[config.mk]
export PLATFORM = sky130hd
export DESIGN_NAME = digit_scanner_flat
export DESIGN_NICKNAME = d
export VERILOG_FILES = /design/src/rtl/digit_scanner_pkg.sv /design/src/rtl/digit_scanner_if.sv /design/src/rtl/digit_scanner_slot_timer.sv /design/src/rtl/digit_scanner.sv /design/src/flat_wrapper.sv
export SDC_FILE = /design/constraint.sdc
export NUM_CORES = 1
export LEC_CHECK = 0
export CAP_MARGIN = 20
export CORE_MARGIN = 2
export CORE_UTILIZATION = 61
export DETAILED_ROUTE_END_ITERATION = 8
export PLACE_DENSITY = 0.89
export SKIP_CTS_REPAIR_TIMING = 1
export SLEW_MARGIN = 20
export SYNTH_ARGS = -nofsm -noshare
export SYNTH_HDL_FRONTEND = slang
export SYNTH_SLANG_ARGS = --single-unit
[constraint.sdc]
create_clock -name clk -period 6.6 [get_ports clk]
set_input_delay 1.98 -clock clk [delete_from_list [all_inputs] [get_ports clk]]
set_output_delay 1.98 -clock clk [all_outputs]
set_load 0.1 [all_outputs]
[src/rtl/digit_scanner_pkg.sv]
// Shared types and helpers for the digit scan controller: FSM state encoding,
// digit code width and the one-hot enable builder.
package scan_pkg;

    typedef enum logic [1:0] {
        IDLE  = 2'd0,
        SHOW  = 2'd1,
        BLANK = 2'd2
    } scan_state_t;

    localparam int DIGIT_W    = 2;
    localparam int MAX_DIGITS = 32;

    // Callers truncate the result to their own NUM_DIGITS width.
    function automatic logic [MAX_DIGITS-1:0] onehot(input int unsigned idx);
        logic [MAX_DIGITS-1:0] v;
        v = '0;
        if (idx < MAX_DIGITS) begin
            v[idx[$clog2(MAX_DIGITS)-1:0]] = 1'b1;
        end else begin
            v = '0;
        end
        return v;
    endfunction

endpackage

[src/rtl/digit_scanner_if.sv]
// Host-side bundle of the scan controller: run/load controls in, display drive
// and status pulses out.
interface digit_scanner_if #(
    parameter int NUM_DIGITS = 4
);
    import scan_pkg::*;

    logic                          enable;
    logic                          load;
    logic [DIGIT_W*NUM_DIGITS-1:0] load_data;
    logic                          load_ack;
    logic [DIGIT_W-1:0]            bin;
    logic [NUM_DIGITS-1:0]         digit_en;
    logic                          frame_done;

    modport master (
        output enable, load, load_data,
        input  load_ack, bin, digit_en, frame_done
    );

    modport slave (
        input  enable, load, load_data,
        output load_ack, bin, digit_en, frame_done
    );

endinterface

[src/rtl/digit_scanner_slot_timer.sv]
// Slot timer: counts up from zero while running and raises tc_o on the
// programmed last count, wrapping back to zero by explicit compare.
module slot_timer #(
    parameter int CNT_W = 2
) (
    input  logic             clk,
    input  logic             rst_n,
    input  logic             run_i,
    input  logic [CNT_W-1:0] last_i,
    output logic             tc_o
);

    logic [CNT_W-1:0] count_q, count_d;

    assign tc_o = (count_q == last_i);

    // Next count: idle clears, terminal count wraps, otherwise increment
    always_comb begin
        count_d = count_q;
        if (!run_i) begin
            count_d = '0;
        end else if (tc_o) begin
            count_d = '0;
        end else begin
            count_d = count_q + CNT_W'(1);
        end
    end

    // Count register with synchronous reset
    always_ff @(posedge clk) begin
        if (!rst_n) begin
            count_q <= '0;
        end else begin
            count_q <= count_d;
        end
    end

endmodule

[src/rtl/digit_scanner.sv]
// Scan controller: multiplexes NUM_DIGITS 2-bit codes onto one bin bus with a
// blanking gap between digits; new frame data is swapped in only at frame edges.
module digit_scanner
    import scan_pkg::*;
#(
    parameter int NUM_DIGITS   = 4,
    parameter int PRESCALE     = 50000,
    parameter int BLANK_CYCLES = 2
) (
    input  logic           clk,
    input  logic           rst_n,
    digit_scanner_if.slave bus
);

    localparam int SPAN  = (PRESCALE > BLANK_CYCLES) ? PRESCALE : BLANK_CYCLES;
    localparam int CNT_W = $clog2(SPAN);
    localparam int IDX_W = $clog2(NUM_DIGITS);
    localparam logic [IDX_W-1:0] LAST_IDX   = IDX_W'(NUM_DIGITS - 1);
    localparam logic [CNT_W-1:0] SHOW_LAST  = CNT_W'(PRESCALE - 1);
    localparam logic [CNT_W-1:0] BLANK_LAST = CNT_W'(BLANK_CYCLES - 1);

    typedef logic [NUM_DIGITS-1:0][DIGIT_W-1:0] frame_t;

    scan_state_t           state_q, state_d;
    logic [IDX_W-1:0]      idx_q, idx_d;
    frame_t                active_q, active_d, shadow_q, shadow_d;
    logic                  pending_q, pending_d;
    logic [DIGIT_W-1:0]    bin_q, bin_d;
    logic [NUM_DIGITS-1:0] digit_en_q, digit_en_d;
    logic                  load_ack_q, load_ack_d;
    logic                  frame_done_q, frame_done_d;
    logic                  run_s, tc_s, boundary_s;
    logic [CNT_W-1:0]      last_s;

    assign run_s      = bus.enable && (state_q != IDLE);
    assign boundary_s = bus.enable && (state_q == BLANK) && tc_s && (idx_q == LAST_IDX);

    // One timer serves both slot phases; only its terminal value changes
    always_comb begin
        last_s = SHOW_LAST;
        if (state_q == BLANK) begin
            last_s = BLANK_LAST;
        end else begin
            last_s = SHOW_LAST;
        end
    end

    slot_timer #(.CNT_W(CNT_W)) u_timer (
        .clk    (clk),
        .rst_n  (rst_n),
        .run_i  (run_s),
        .last_i (last_s),
        .tc_o   (tc_s)
    );

    // Next-state logic: dropping enable always returns to IDLE
    always_comb begin
        state_d = state_q;
        idx_d   = idx_q;
        if (!bus.enable) begin
            state_d = IDLE;
            idx_d   = '0;
        end else begin
            case (state_q)
                IDLE: begin
                    state_d = SHOW;
                    idx_d   = '0;
                end
                SHOW: begin
                    state_d = tc_s ? BLANK : SHOW;
                end
                BLANK: begin
                    if (tc_s) begin
                        state_d = SHOW;
                        idx_d   = (idx_q == LAST_IDX) ? '0 : idx_q + IDX_W'(1);
                    end else begin
                        state_d = BLANK;
                    end
                end
                default: begin
                    state_d = IDLE;
                    idx_d   = '0;
                end
            endcase
        end
    end

    // Frame data: IDLE applies loads at once, otherwise they wait for a frame edge
    always_comb begin
        active_d   = active_q;
        shadow_d   = shadow_q;
        pending_d  = pending_q;
        load_ack_d = 1'b0;
        if (state_q == IDLE) begin
            if (bus.load) begin
                active_d   = bus.load_data;
                shadow_d   = bus.load_data;
                pending_d  = 1'b0;
                load_ack_d = 1'b1;
            end else if (pending_q) begin
                active_d   = shadow_q;
                pending_d  = 1'b0;
                load_ack_d = 1'b1;
            end else begin
                load_ack_d = 1'b0;
            end
        end else if (boundary_s && pending_q) begin
            active_d   = shadow_q;
            load_ack_d = 1'b1;
            pending_d  = bus.load;
            shadow_d   = bus.load ? frame_t'(bus.load_data) : shadow_q;
        end else if (bus.load) begin
            shadow_d  = bus.load_data;
            pending_d = 1'b1;
        end else begin
            pending_d = pending_q;
        end
    end

    // Output logic from the next state so the registered outputs line up with it
    always_comb begin
        digit_en_d   = '0;
        bin_d        = bin_q;
        frame_done_d = boundary_s;
        if (state_d == SHOW) begin
            digit_en_d = NUM_DIGITS'(onehot(32'(idx_d)));
            bin_d      = active_d[idx_d];
        end else begin
            digit_en_d = '0;
        end
    end

    // State and output registers
    always_ff @(posedge clk) begin
        if (!rst_n) begin
            state_q      <= IDLE;
            idx_q        <= '0;
            bin_q        <= '0;
            digit_en_q   <= '0;
            load_ack_q   <= 1'b0;
            frame_done_q <= 1'b0;
        end else begin
            state_q      <= state_d;
            idx_q        <= idx_d;
            bin_q        <= bin_d;
            digit_en_q   <= digit_en_d;
            load_ack_q   <= load_ack_d;
            frame_done_q <= frame_done_d;
        end
    end

    // Frame data registers; reset discards anything still pending
    always_ff @(posedge clk) begin
        if (!rst_n) begin
            active_q  <= '0;
            shadow_q  <= '0;
            pending_q <= 1'b0;
        end else begin
            active_q  <= active_d;
            shadow_q  <= shadow_d;
            pending_q <= pending_d;
        end
    end

    assign bus.bin        = bin_q;
    assign bus.digit_en   = digit_en_q;
    assign bus.load_ack   = load_ack_q;
    assign bus.frame_done = frame_done_q;

endmodule
[src/flat_wrapper.sv]
// flat-port wrapper written by rule: the top's interface ports become plain ports
module digit_scanner_flat import scan_pkg::*;
#(
    parameter int NUM_DIGITS   = 4,
    parameter int PRESCALE     = 50000,
    parameter int BLANK_CYCLES = 2
)
  (clk, rst_n, bus_enable, bus_load, bus_load_data, bus_load_ack, bus_bin, bus_digit_en, bus_frame_done);
  digit_scanner_if #(.NUM_DIGITS(NUM_DIGITS)) bus_i ();
  input  logic clk;
  input  logic rst_n;
  input wire logic [$bits(bus_i.enable)-1:0] bus_enable;
  input wire logic [$bits(bus_i.load)-1:0] bus_load;
  input wire logic [$bits(bus_i.load_data)-1:0] bus_load_data;
  output wire logic [$bits(bus_i.load_ack)-1:0] bus_load_ack;
  output wire logic [$bits(bus_i.bin)-1:0] bus_bin;
  output wire logic [$bits(bus_i.digit_en)-1:0] bus_digit_en;
  output wire logic [$bits(bus_i.frame_done)-1:0] bus_frame_done;
  assign bus_i.enable = bus_enable;
  assign bus_i.load = bus_load;
  assign bus_i.load_data = bus_load_data;
  assign bus_load_ack = bus_i.load_ack;
  assign bus_bin = bus_i.bin;
  assign bus_digit_en = bus_i.digit_en;
  assign bus_frame_done = bus_i.frame_done;
  digit_scanner #(.NUM_DIGITS(NUM_DIGITS), .PRESCALE(PRESCALE), .BLANK_CYCLES(BLANK_CYCLES)) u_core (.clk(clk), .rst_n(rst_n), .bus(bus_i));
endmodule
## Yosys cells after proc, flatten, opt, wreduce, memory -nomap -nowiden

Cells that the tools add are included.

- Bits in registers: 45
- Word-level logic and storage cells: 63

- Multiplexer cells: 23
- Add/subtract/negate cells: 2
- Order comparisons: 3
- Reduce and logical (&&, ||, !) cells: 12
- Equality and inequality tests: 5
- Bitwise gates (word level): 2

Operator list:

| operator | number |
|---|---|
| $mux W8 | 4 |
| $add A16 B1 Y16 const B | 1 |
| $eq A16 B16 Y1 | 1 |
| $mux W16 | 1 |
| $mux W2 | 7 |
| $mux W1 | 7 |
| $logic_and A1 B1 Y1 | 6 |
| $lt A2 B6 Y1 const B | 1 |
| $pmux W2 S3 | 1 |
| $bmux W2 S2 | 1 |
| $eq A2 B1 Y1 const B | 2 |
| $eq A2 B2 Y1 const B | 2 |
| $pmux W2 S2 | 1 |
| $reduce_bool A2 Y1 | 2 |
| $lt A2 B3 Y1 const B | 1 |
| $reduce_or A3 Y1 | 1 |
| $add A2 B1 Y2 const B | 1 |
| $demux W1 S2 | 1 |
| $ge A2 B1 Y1 const B | 1 |
| $logic_not A2 Y1 | 1 |
| $not A1 Y1 | 2 |
| $reduce_and A2 Y1 | 1 |
| $reduce_or A2 Y1 | 1 |

## Longest topological paths before layout

Gate-level depths: netlist of run 1.

- Word-level depth: 10
- Gate-level depth with buffers: 9

## Cells and area by module

A second synthesis of run 1 with hierarchy kept.

- Cell total of the unflattened synthesis: 259
- Area total of the unflattened synthesis: 2,484.9 um^2

Modules (own cells, without submodules):

| module | instances | area each (um^2) | sequential area each (um^2) | cells each |
|---|---|---|---|---|
| digit_scanner | 1 | 1,582.8 | 580.6 | 161 |
| slot_timer | 1 | 902.1 | 320.3 | 98 |

## Worst setup path after synthesis of run 1

No wires, ideal clock.

- Kind: in2reg
- From: in bus_enable
- To: reg u_core.bin_q[0], in the netlist u_core.bus.bin[0]
- Arrival time: 3,278 ps
- Data required time: 6,481 ps
- Setup slack: 3,203 ps
- Setup time: 119 ps
- Stages on the path: 7
- Cell sequence: and3_1 nand2_1 nor2_8 mux2_2 o21ai_1 o211ai_1 o221a_1

- Cells in the longest elaborated chain, start to end: 8
- Elaborated cells on any way between the ends: 11
- Those cells by class: 1 x eq/ne; 6 x mux; 4 x reduce/logical

Ends and longest elaborated chain:

| element | RTL line | text |
|---|---|---|
| start: declaration | flat_wrapper.sv:12 | `input wire logic [$bits(bus_i.enable)-1:0] bus_enable;` |
| $logic_and A1 B1 Y1 (3 in series) | digit_scanner.sv:36 | `assign boundary_s = bus.enable && (state_q == BLANK) && tc_s && (idx_q == LAST_IDX);` |
| $logic_and A1 B1 Y1 | digit_scanner.sv:107 | `end else if (boundary_s && pending_q) begin` |
| $mux W8 | digit_scanner.sv:107 |  |
| $mux W8 | digit_scanner.sv:94 | `if (state_q == IDLE) begin` |
| $bmux W2 S2 | digit_scanner.sv:127 | `bin_d = active_d[idx_d];` |
| $mux W2 (implied by the code) | digit_scanner.sv:127 |  |
| end signal: assignment | digit_scanner.sv:145 | `bin_q <= bin_d;` |
| end: declaration | digit_scanner.sv:28 | `logic [DIGIT_W-1:0] bin_q, bin_d;` |

Parallel ways exist; a longest one is shown, timed or not. The select of a mux whose other input is x is not followed.
A chain may end at the register's enable or synchronous reset.

## Final worst setup path of run 1

- From: in bus_enable
- To: reg u_core.bin_q[1], in the netlist u_core.bus.bin[1]

Same word-level chain as after synthesis.

==> results.py, run 1 <==
metrics = {
    "power_and_ir_drop": {
        "vdd_drop_max_mv": 0.162,
        "p_leak_nw": 0.965,
        "powerDensity_nw_per_um2": 218,
    },
    "outcome": {
        "status": "finished, final reports clean",
    },
    "timing": {
        "rsz0062_at_grt": "false",
        "maxSlewHeadroom": 0.344,
        "finClkSkew_ns": 0.0144,
        "final-hold-violation-count": 0,
        "finalWorstSetupSlack_ns": 2.75,
        "setup_viol": 0,
        "period_share": 0.583,
        "worst_pin_slew_ns": 0.981,
        "maxSlewViolCount": 0,
        "tns_ns": 0,
        "hold_ws_ns": 0.496,
        "period_needed_ns": 3.85,
        "max_freq_ghz": 0.260,
    },
    "clock_network": {
        "cts_sinks": 45,
        "htreeDepth": 2,
        "cts_buffers": 5,
        "cts_buffer_depth": 2,
        "clk_latency_ns": 0.30,
        "clockRootBuffer": "clkbuf_8",
        "cts_tree": "yes",
        "cts.clk_slew.worst_paths_ns": 0.09,
    },
    "finish": {
        "final_util": 0.718,
        "num_antenna_cells": 0,
        "layout-drive-gt1-share": 0.0945,
        "nNetsFinal": 291,
        "area_growth_pct": 14.3,
        "n_fill_cell": 272,
        "fin_cells": 323,
    },
    "place": {
        "dp_slack_ns": 2.44,
        "dp_hpwl_mm": 3.36,
        "io_buffers": 19,
        "dp_cells": 315,
        "place_congestion": 0.888,
    },
    "logic_synthesis": {
        "synthesis.area_sq_um": 2260,
        "syn_avg_cell_area_sq_um": 8.81,
        "synth_nets": 274,
        "synth_top_area_frac": 0.398,
        "yosysTopAreaCell": "dfxtp_1",
        "synth_most_common_cell": "dfxtp_1",
        "ys_seq_area_frac": 0.398,
        "synthArstFlopShare": 0,
        "ys.flop_type": "dfxtp_1",
        "synth_seq_cells": 45,
        "synth-edff-count": 0,
        "synth_area_leaders": "dfxtp_1, nor2_1, mux2i_1",
        "synthTopCellsByCount": "dfxtp_1, nor2_1, nand2_1",
        "ys_types": 47,
        "syn_inst": 257,
        "yosys_warnings": 0,
    },
    "routing": {
        "wl_per_cell_um": 14.6,
        "drc": 0,
        "post_drt_via_cell_ratio": 5.77,
        "routed_wl_mm": 4.73,
        "postRouteAntennaNets": 0,
        "firstDrtPassIters": 4,
        "vias": 1864,
        "drt-initial-drc-count": 113,
    },
    "worst_setup_path": {
        "crit_path_end_kind": "flop",
        "worst_ep_required_time_ns": 6.79,
        "reg2reg_setup_slack_ns": 3.87,
        "critPathArrivalTime_ns": 4.04,
        "crit_fanout": 7,
        "worstSetupStartpointType": "input port",
        "criticalPathCategory": "input port to flop",
        "ff2ff_path_depth": 7,
        "r2r_start": "u_core.u_timer.count_q[0]",
        "rr_endpoint": "u_core.bus.bin[0]",
    },
    "die": {
        "start_util": 0.628,
        "fp.dieH_um": 64.9,
        "die_width_um": 64.9,
        "core_sq_um": 3610,
        "dieArea_sq_um": 4220,
        "std_cell_rows": 22,
        "io_pins": 20,
    },
    "global_route": {
        "track_usage": 0.243,
        "grt_max_degree": 24,
        "antenna_found_initial": 0,
        "grt_overflow_total": 0,
        "grt_pass1_vias": 1759,
        "grt_pass1_wl_mm": 7.94,
    },
    "hold_path": {
        "hold_depth": 2,
        "hold_path_class": "flop to flop",
        "hold_path_startpoint": "u_core.shadow_q[7]",
        "hold_end": "u_core.shadow_q[7]",
    },
    "flow_run": {
        "max-cap-violations": 0,
    },
}
==> final cells by class <==
type,instances,area [sq um],share of cell area
multi-input cells,198,1300,0.503
flip-flops and latches,45,901,0.348
repair buffers,19,190,0.0735
clock buffers,7,86.3,0.0333
well taps,48,60.1,0.0232
clock inverters,1,30.0,0.0116
inverters,5,18.8,0.00725
==> critical path, cell delays in order <==
cell             delay, ns
clkdlybuf4s50_1       0.57
and3_1                0.25
nand2_1               0.18
nor2_8                0.22
mux2_2                0.37
o211ai_1              0.20
a211o_1               0.17
a41oi_2               0.10
==> cell usage in the layout, fill, tap and decap left out, types with 2 or more instances in the layout <==
cell	n
xor2_1	12
xnor2_1	2
clkdlybuf4s50_1	19
nor3_1	4
nor2b_1	4
and2_1	6
ha_1	5
dfxtp_1	45
mux2i_1	13
and3_1	5
nand4b_1	3
nand3_1	14
nand2_1	25
nor2_1	35
mux2_2	6
a31oi_1	4
a211oi_1	3
or4_4	3
nand2b_1	5
inv_1	4
nand4_1	4
clkbuf_8	6
or2_2	2
o21ai_0	9
a21oi_1	9
o211ai_1	7
==> worst max path at each step <==
stage                    start           endpoint  depth (start not counted)  slack [ns]
finish              bus_enable  u_core.bus.bin[1]                          8        2.75
global placement    bus_enable  u_core.bus.bin[0]                          8        2.48
CTS                 bus_enable  u_core.bus.bin[0]                          8        2.75
global route        bus_enable  u_core.bus.bin[0]                          8        2.63
floorplan           bus_enable  u_core.bus.bin[0]                          7        3.20
detailed placement  bus_enable  u_core.bus.bin[0]                          8        2.44
==> per-layer routing <==
metal  vias to the layer above  GRT usage  part of all wire
met3                         5     0.0590             0.045
met1                       871      0.309              0.46
li1                        948          -                 -
met2                        40      0.399              0.48
met4                         0     0.0851             0.012
met5                         -          0                 0
==> per-stage QoR <==
step / area, sq um / total power (W)
4_1_cts: 2590 / 0.000567
6_report: 2590 / 0.000565
3_5_place_dp: 2470 / 0.000356
5_1_grt: 2590 / 0.000585
3_3_place_gp: 2470 / 0.000355
2_1_floorplan: 2260 / 0.000338
==> where the power goes <==
part	total, W	internal, W	switching, W
Clock	0.000214	0.000123	0.0000910
Sequential	0.000286	0.000280	0.00000613
Combinational	0.0000643	0.0000256	0.0000387
Total	0.000565	0.000429	0.000136
==> registers in the layout, indices dropped and copies added, names as in the netlist <==
register and count:
u_core.active_q 8, u_core.bus.digit_en 4, u_core.u_timer.count_q 16, u_core.bus.bin 2, u_core.bus.frame_done 1, u_core.shadow_q 8
u_core.state_q 2, u_core.pending_q 1, u_core.bus.load_ack 1, u_core.idx_q 2
==> cell families (layout without fill, tap and decap cells) <==
group | count (synthesis) | after routing | synth area share
AND/OR/NAND/NOR | 116 | 116 | 0.269
flip-flops | 45 | 45 | 0.398
AO/OA/AOI/OAI | 43 | 43 | 0.131
multiplexers | 20 | 20 | 0.0939
XOR/XNOR | 14 | 14 | 0.0541
buffers and inverters | 14 | 32 | 0.0271
adder cells (fa/ha/maj) | 5 | 5 | 0.0276
Power figures use the tool's default switching activity.
==> run 2, diff against run 1 <==
--- a/config.mk
+++ b/config.mk
@@ -7,9 +7,9 @@
 export LEC_CHECK = 0
 export CAP_MARGIN = 20
 export CORE_MARGIN = 2
-export CORE_UTILIZATION = 61
+export CORE_UTILIZATION = 51
 export DETAILED_ROUTE_END_ITERATION = 8
-export PLACE_DENSITY = 0.89
+export PLACE_DENSITY = 0.8
 export SKIP_CTS_REPAIR_TIMING = 1
 export SLEW_MARGIN = 20
 export SYNTH_ARGS = -nofsm -noshare
==> constraint.sdc (replaced) <==
create_clock -name clk -period 3.4 [get_ports clk]
set_input_delay 1.02 -clock clk [delete_from_list [all_inputs] [get_ports clk]]
set_output_delay 1.02 -clock clk [all_outputs]
set_load 0.1 [all_outputs]
==> run 2 against run 1 <==
Effect of this change:
- register-to-register slack got worse by 3.3 ns
- via count is 0.54% lower
- total power increased by 94%
- sequential share of layout area shrank 0.20 points
- final cell count rose by 2.5%
- flip-flop and latch count unchanged
- worst hold slack improved by 0.0033 ns
- cell area is 0.58% higher
- core utilization decreased by 12 points
- combinational power increased by 98%
- global-route usage down 3.5 points
- count of clock-buffer cells in the layout stayed put
- largest cell class unchanged
- largest power group unchanged
- highest routed layer unchanged
==> results.py, run 2 (same netlist as run 1, synthesis figures left out) <==
metrics = {
    "outcome": {
        "status": "finished, final reports clean",
    },
    "finish": {
        "fin_cells": 331,
        "final_common_cell": "dfxtp_1",
        "n_fill_cell": 404,
        "layout_common_cells": "dfxtp_1, nor2_1, nand2_1, nand3_1, mux2i_1",
        "nNetsFinal": 295,
        "regArea_sq_um": 901,
        "multiInputGateArea_sq_um": 1300,
        "largest_reg_flops": 16,
        "area_growth_pct": 15.0,
        "top_regs": "u_core.u_timer.count_q: 16 flops, u_core.active_q: 8 flops, u_core.shadow_q: 8 flops",
        "num_antenna_cells": 0,
        "final_area_sq_um": 2600,
        "layout-drive-gt1-share": 0.136,
        "regMostFlops": "u_core.u_timer.count_q",
    },
    "timing": {
        "max_freq_ghz": 0.353,
        "setup_viol": 0,
        "period_share": 0.834,
        "final-hold-violation-count": 0,
        "period_needed_ns": 2.83,
        "finalWorstSetupSlack_ns": 0.565,
        "worst_pin_slew_ns": 0.776,
        "tns_ns": 0,
        "maxSlewViolCount": 0,
        "finClkSkew_ns": 0.00644,
        "rsz0062_at_grt": "false",
        "hold_ws_ns": 0.499,
        "maxSlewHeadroom": 0.483,
    },
    "global_route": {
        "grt_pass1_wl_mm": 8.36,
        "grt_max_degree": 24,
        "grt_overflow_total": 0,
        "track_usage": 0.208,
        "grt_pass1_vias": 1802,
        "antenna_found_initial": 0,
    },
    "clock_network": {
        "cts_sinks": 45,
        "cts_tree": "yes",
        "clk_latency_ns": 0.30,
        "cts_buffers": 5,
        "cts.clk_slew.worst_paths_ns": 0.08,
        "htreeDepth": 2,
        "cts_buffer_depth": 2,
        "clockRootBuffer": "clkbuf_8",
    },
    "worst_setup_path": {
        "crit_fanout": 7,
        "worstSetupStartpointType": "input port",
        "criticalPathCategory": "input port to flop",
        "crit_path_end_kind": "flop",
        "critPathArrivalTime_ns": 3.02,
        "r2r_start": "u_core.u_timer.count_q[0]",
        "worst_ep_required_time_ns": 3.59,
        "rr_endpoint": "u_core.bus.bin[0]",
        "ff2ff_path_depth": 7,
        "reg2reg_setup_slack_ns": 0.60,
    },
    "place": {
        "place_area_sq_um": 2490,
        "io_buffers": 19,
        "dp_hpwl_mm": 3.51,
        "dp_slack_ns": 0.271,
        "dp_cells": 323,
        "place_congestion": 0.862,
    },
    "flow_run": {
        "max-cap-violations": 0,
    },
    "hold_path": {
        "hold_path_class": "flop to flop",
        "hold_path_startpoint": "u_core.shadow_q[0]",
        "hold_end": "u_core.shadow_q[0]",
        "hold_depth": 2,
    },
    "die": {
        "die_width_um": 70.6,
        "core_sq_um": 4320,
        "dieArea_sq_um": 4990,
        "start_util": 0.524,
        "io_pins": 20,
        "fp.dieH_um": 70.6,
        "std_cell_rows": 24,
    },
    "routing": {
        "firstDrtPassIters": 5,
        "postRouteAntennaNets": 0,
        "drt-initial-drc-count": 139,
        "wl_per_cell_um": 14.6,
        "post_drt_via_cell_ratio": 5.60,
        "routed_wl_mm": 4.82,
        "drc": 0,
        "vias": 1854,
    },
    "power_and_ir_drop": {
        "p_leak_nw": 0.999,
        "vdd_drop_max_mv": 0.304,
        "powerDensity_nw_per_um2": 420,
    },
}
-- run 2: layout make-up --
class / count / share of cell area
clock inverter: 1 / 0.0115
inverter: 5 / 0.00721
timing repair buffer: 23 / 0.0769
tap: 52 / 0.0250
clock buffer: 7 / 0.0332
sequential: 45 / 0.346
multi-input combinational: 198 / 0.500
-- run 2: through the flow --
step | power, W | util
3_3_place_gp | 0.000691 | 0.575
4_1_cts | 0.00111 | 0.602
6_report | 0.00109 | 0.602
5_1_grt | 0.00114 | 0.602
2_1_floorplan | 0.000656 | -
3_5_place_dp | 0.000693 | 0.575
-- run 2: critical path, cell delays in order --
cell	delay, ns
clkdlybuf4s50_1	0.52
and3_1	0.23
nand2_1	0.18
nor2_8	0.19
mux2_2	0.35
o21ai_1	0.16
o211ai_1	0.12
o221a_1	0.25
-- run 2: routing by layer --
metal / routed length, um / up-vias / track usage
met5: 0 / - / 0
met4: 89 / 0 / 0.0839
met3: 241 / 10 / 0.0556
met2: 2210 / 53 / 0.313
met1: 2280 / 844 / 0.285
li1: - / 947 / -
-- run 2: power by group --
group          switching [W]  internal (W)
Combinational      0.0000761     0.0000505
Clock               0.000173      0.000240
Sequential         0.0000105      0.000544
-- run 2: how the worst max path moves through the flow --
stage | from | cells past startpoint | slack (ns) | to
floorplan | u_core.u_timer.count_q[10] | 8 | 0.78 | u_core.bus.bin[0]
global route | u_core.u_timer.count_q[0] | 7 | 0.45 | u_core.bus.bin[0]
global placement | bus_enable | 8 | 0.36 | u_core.bus.bin[0]
CTS | bus_enable | 8 | 0.59 | u_core.bus.bin[0]
finish | bus_enable | 8 | 0.57 | u_core.bus.bin[0]
detailed placement | bus_enable | 8 | 0.27 | u_core.bus.bin[0]
